==> config.mk <==
export PLATFORM = sky130hd
export DESIGN_NAME = seq_arm_ctrl
export DESIGN_NICKNAME = d
export VERILOG_FILES = /design/src/rtl/seq_arm_ctrl.sv
export SDC_FILE = /design/constraint.sdc
export NUM_CORES = 1
export LEC_CHECK = 0
export BUFFER_PORTS_ARGS = -buffer_cell sky130_fd_sc_hd__buf_2
export CAP_MARGIN = 25
export CORE_ASPECT_RATIO = 1.75
export CORE_MARGIN = 10
export CORE_UTILIZATION = 50
export CTS_CLUSTER_DIAMETER = 120
export DETAILED_ROUTE_END_ITERATION = 6
export PLACE_DENSITY = 0.8
export SYNTH_ARGS = -nofsm -noshare
export SYNTH_HDL_FRONTEND = slang
export SYNTH_SLANG_ARGS = --single-unit
==> constraint.sdc <==
create_clock -name clk -period 1.9 [get_ports clk]
set_input_delay 0.38 -clock clk [delete_from_list [all_inputs] [get_ports clk]]
set_output_delay 0.38 -clock clk [all_outputs]
set_load 0.02 [all_outputs]
==> src/rtl/seq_arm_ctrl.sv <==
// Arm/confirm activation controller: an `a` edge arms, REQ_PULSES `b` edges switch the
// actuator on, `finished` ends the operation. Covers timeout, max on-time and rearm abort.
`timescale 1ns/1ps
module seq_arm_ctrl #(
  parameter int REQ_PULSES = 3,
  parameter int CNT_W      = 4,
  parameter int TIMEOUT    = 16,
  parameter int MAX_ON     = 0,
  parameter int TW         = 16
) (
  input  logic             clk,
  input  logic             rst,
  input  logic             a,
  input  logic             b,
  input  logic             finished,
  output logic             encender,
  output logic             armed,
  output logic [CNT_W-1:0] pulse_count,
  output logic             done,
  output logic             error
);

  typedef enum logic [1:0] {
    IDLE  = 2'd0,
    ARMED = 2'd1,
    ON    = 2'd2
  } state_t;

  localparam logic [CNT_W-1:0] REQ_C   = CNT_W'(REQ_PULSES);
  localparam logic [CNT_W-1:0] REQ_M1  = CNT_W'(REQ_PULSES - 1);
  localparam bit               TO_EN   = (TIMEOUT != 0);
  localparam bit               MO_EN   = (MAX_ON != 0);
  localparam logic [TW-1:0]    TO_LAST = TW'(TIMEOUT - 1);
  localparam logic [TW-1:0]    MO_LAST = TW'(MAX_ON - 1);

  if (REQ_PULSES < 1 || REQ_PULSES > (2**CNT_W) - 1) begin : g_bad_req
    $error("seq_arm_ctrl: REQ_PULSES must lie in 1..2**CNT_W-1");
  end
  if (TIMEOUT < 0 || TIMEOUT >= 2**TW || MAX_ON < 0 || MAX_ON >= 2**TW) begin : g_bad_tmr
    $error("seq_arm_ctrl: TIMEOUT and MAX_ON must lie in 0..2**TW-1");
  end

  // With a limit disabled the timer keeps counting, so it must stick at full scale.
  function automatic logic [TW-1:0] inc_sat(input logic [TW-1:0] v);
    return (v == {TW{1'b1}}) ? v : v + TW'(1);
  endfunction

  state_t        state;
  logic          a_q;
  logic          b_q;
  logic [TW-1:0] timer;
  logic          rise_a;
  logic          rise_b;
  logic          last_pulse;

  // Edge-detect stage: compare the current level with the level seen last edge.
  assign rise_a     = a & ~a_q;
  assign rise_b     = b & ~b_q;
  assign last_pulse = (pulse_count == REQ_M1);

  // Control stage: state and every output update together on the same edge.
  always_ff @(posedge clk) begin
    if (rst) begin
      state       <= IDLE;
      a_q         <= a;
      b_q         <= b;
      encender    <= 1'b0;
      armed       <= 1'b0;
      done        <= 1'b0;
      error       <= 1'b0;
      pulse_count <= '0;
      timer       <= '0;
    end else begin
      a_q   <= a;
      b_q   <= b;
      done  <= 1'b0;
      error <= 1'b0;
      unique case (state)
        IDLE: begin
          if (rise_a) begin
            state       <= ARMED;
            armed       <= 1'b1;
            pulse_count <= '0;
            timer       <= '0;
          end
        end
        ARMED: begin
          if (rise_a) begin
            state       <= IDLE;
            armed       <= 1'b0;
            error       <= 1'b1;
            pulse_count <= '0;
            timer       <= '0;
          end else if (rise_b && last_pulse) begin
            state       <= ON;
            armed       <= 1'b0;
            encender    <= 1'b1;
            pulse_count <= REQ_C;
            timer       <= '0;
          end else if (rise_b) begin
            pulse_count <= pulse_count + CNT_W'(1);
            timer       <= '0;
          end else if (TO_EN && timer == TO_LAST) begin
            state       <= IDLE;
            armed       <= 1'b0;
            error       <= 1'b1;
            pulse_count <= '0;
            timer       <= '0;
          end else begin
            timer <= inc_sat(timer);
          end
        end
        ON: begin
          // finished is tested first so that it beats a coincident on-time expiry.
          if (finished) begin
            state       <= IDLE;
            encender    <= 1'b0;
            done        <= 1'b1;
            pulse_count <= '0;
            timer       <= '0;
          end else if (MO_EN && timer == MO_LAST) begin
            state       <= IDLE;
            encender    <= 1'b0;
            error       <= 1'b1;
            pulse_count <= '0;
            timer       <= '0;
          end else begin
            timer <= inc_sat(timer);
          end
        end
        default: begin
          state       <= IDLE;
          encender    <= 1'b0;
          armed       <= 1'b0;
          pulse_count <= '0;
          timer       <= '0;
        end
      endcase
    end
  end

endmodule

==> results.md <==
- Synth warnings: 0
- CP max-delay cell: or4_4
- Most numerous cell in the Yosys netlist: dfxtp_1
- Syn nets: ~190
- Reg2reg setup slack: -0.02 ns
- Worst slew margin: 0.6558
- Core Region: about 2900 µm²
- WL met3: 178 µm
- Tcrit/Tclk final: 1.011
- DP Worst Slack: -0.03400 ns
- Root Driver: clkbuf_8
- Mapped cell area: 1474 µm²
- Clk sinks: 28
- CTS Hold Bufs: 0
- Antenna violations before repair: 0
- Worst path buffer plus inverter count: 1
- Wire length on met1: 1598 µm
- Ratio of cells with drive above 1 in the final layout: 0.3680
- Worst Max-Slew Pin Slew: roughly 0.5 ns
- CTS Buf Count: 3
- Worst Setup Start Kind: flop
- CTS tree: yes
- Io pins: 13
- Worst Setup EP: timer[14]
- Biggest cell delay along the critical path: 0.59 ns
- Max Used Layer: met4
- GPL Wtd Cong: roughly 0.91
- Final setup violating endpoints: 1
- Leak: ~0.78 nW
- First-pass GRT wire length: around 7600 µm
- Endpoints failing hold: 0
- Reg2reg end: timer[14]
- # rows: 26
- CP required: 2.08 ns
- Worst Setup End Kind: flop
- Final nets: ~240
- Total gr overflow: 0
- Gr usage total: 0.1665
- Async set-reset flop share out of synthesis: 0
- Area grow syn2layout: 39.22%
- Total Wirelength: around 4800 µm
- Via density: approximately 6.3
- Maximum root-to-sink buffer count: 2
- Yosys reg bits: 28
- Worst path depth: 6
- Count of different cell masters after synthesis: 38
- Worst-Skew Late Latency: roughly 0.28 ns
- Max Clock Freq: about 520 MHz
- Violated checks: negative setup slack
- Die outline width: between 60 and 70 µm
- Die area: around 5600 µm²
- Detailed Route Iter0 Violations: ~70
- CTS clock-pin slew for the worst setup and hold paths: about 0.1 ns
- Status: finished with violations
- Vias: 1,639
- Design Power: about 1.3 mW
- Initial cell density of the core: 0.5149
- # port buffers: 12
- Post-route ant nets: 0
- Clk_skew: 0.005649 ns
- Syn avg cell area: 8.143 µm²
- Setup ws final: -0.02138 ns
- Cells along the critical path: buf_4, nand4_1, or4_4, or3_1, a21oi_2, nor2_1
- PwrDens: around 630 nW/µm²
- Max Slew Vio Count: 0
- R2R depth: 6
- Worst VDD drop: ~0.46 mV
- Synth top area cells: dfxtp_1 38%, nor2_1 6.6%, a21oi_1 6.5%
- DR WL/cell: between 15 and 20 µm
- Critical Path Start: timer[4]
- Tightest Hold Check Type: input port to flop
- Tmin final: a little under 2 ns
- Arrival time at the worst endpoint: between 2 and 2.5 ns
- Maxcap violations: 0
- Die height: ~92 µm
- Synth area leader: dfxtp_1
- DR pass1 iterations: 4
- Post-synth EDFFs: 0
- Vias in the first global route: about 1,700
- RSZ-0062 raised after global routing: yes
- Top cell type's share of synthesized area: 0.3803
- Critical R2R Launch: timer[4]
- H-tree levels: 1
- Largest net degree at the start of global routing: 16
- Antenna diode count: 0
- Sequential area share after synthesis: 0.3803
- Post-route DRC: 0
- Detailed-placement wirelength estimate: between 3000 and 4000 µm
- Main synth FF type: dfxtp_1
- Crit Path Max Fanout: 5
- Synth cell count leaders: 28 x dfxtp_1, 26 x nor2_1, 19 x a21oi_1
- Synthesized instance count: ~180
- Crit-path leading delay family: simple AND/OR/NAND/NOR gates
- Worst setup path class: flop to flop
- Met2 WL: 2680 µm
-- state kept, by name, indices dropped and copies added, names as in the netlist --
register     count
pulse_count      4
encender         1
a_q              1
timer           16
armed            1
error            1
state            2
done             1
b_q              1
-- repair_timing --
action | in CTS | in global routing
endpoints found under the setup margin | 8 | 18
setup buffers | 2 | 1
pin swaps | 2 | 6
gates resized for setup | 4 | 32
-- logic make-up (layout without fill, tap and decap cells) --
| family | Yosys count | count (layout) | share of synthesized area |
|---|---|---|---|
| XOR/XNOR | 9 | 9 | 0.05348 |
| adder cells (fa/ha/maj) | 6 | 6 | 0.05093 |
| flip-flops | 28 | 28 | 0.3803 |
| AO/OA/AOI/OAI | 43 | 43 | 0.1842 |
| AND/OR/NAND/NOR | 87 | 87 | 0.3098 |
| buffers and inverters | 8 | 58 | 0.02122 |
-- cell usage in the layout, fill, tap and decap left out, types with 2 or more instances in the layout --
cell type and n:
dfxtp_1 23, buf_6 3, dfxtp_2 4, inv_1 5, buf_2 12, a21oi_1 13, a211o_1 2, nor2b_1 3
xor2_1 5, a21oi_2 6, nand3_1 9, o21ai_0 3, or4_4 6, buf_4 33, ha_1 6, a211oi_1 4
nand4_1 4, nor2_1 26, o31ai_1 2, and3_1 2, clkbuf_8 4, nand2_1 15, nor3_1 4, o211ai_1 2
nand3_2 2, xnor2_1 4
-- report_power, final --
part	internal [mW]	switching (mW)	total, mW	leakage (nW)
Combinational	0.136	0.166	0.302	0.519
Clock	0.186	0.187	0.373	0.0288
Sequential	0.601	0.0103	0.612	0.230
Total	0.923	0.363	1.29	0.777
-- stage by stage --
step                area, µm²  setup TNS [ns]  utilization  std cells  hold WS [ns]
global placement         1841               0       0.6429        252        0.4846
finish                   2052        -0.02138       0.7168        259        0.2174
floorplan                1490               0            -        181        0.4077
global route             2052         -0.4664       0.7168        259        0.2147
CTS                      1918               0       0.6700        258        0.2193
detailed placement       1841        -0.07796       0.6429        252        0.5073
-- layout make-up --
class / instances / area, µm²
Multi-Input combinational cell: 145 / 1012
Sequential cell: 28 / 569.3
Fill cell: 213 / 810.8
Timing Repair Buffer: 49 / 361.6
Tap cell: 28 / 35.03
Clock buffer: 4 / 55.05
Inverter: 5 / 18.77
-- worst reg2reg max path, stage by stage, from the launching register on --
cell	delay [ns]
dfxtp_2	0.34
buf_4	0.14
nand4_1	0.18
or4_4	0.59
or3_1	0.35
a21oi_2	0.16
nor2_1	0.06
-- worst min path at each step --
| stage | from | endpoint | slack [ns] | cells past startpoint |
|---|---|---|---|---|
| 6_report | a | a_q | 0.22 | 1 |
| 5_1_grt | a | a_q | 0.21 | 1 |
| 4_1_cts | b | b_q | 0.22 | 1 |
| 3_5_place_dp | pulse_count[3] | pulse_count[3] | 0.51 | 2 |
| 3_3_place_gp | pulse_count[3] | pulse_count[3] | 0.48 | 2 |
| 2_1_floorplan | a | a_q | 0.41 | 0 |
-- layer usage --
layer | global-route usage | up-vias
met3 | 0.02762 | 33
met1 | 0.1524 | 780
li1 | - | 766
met2 | 0.2981 | 60
met5 | 0 | -
met4 | 0.1268 | 0
Power figures use the tool's default switching activity.
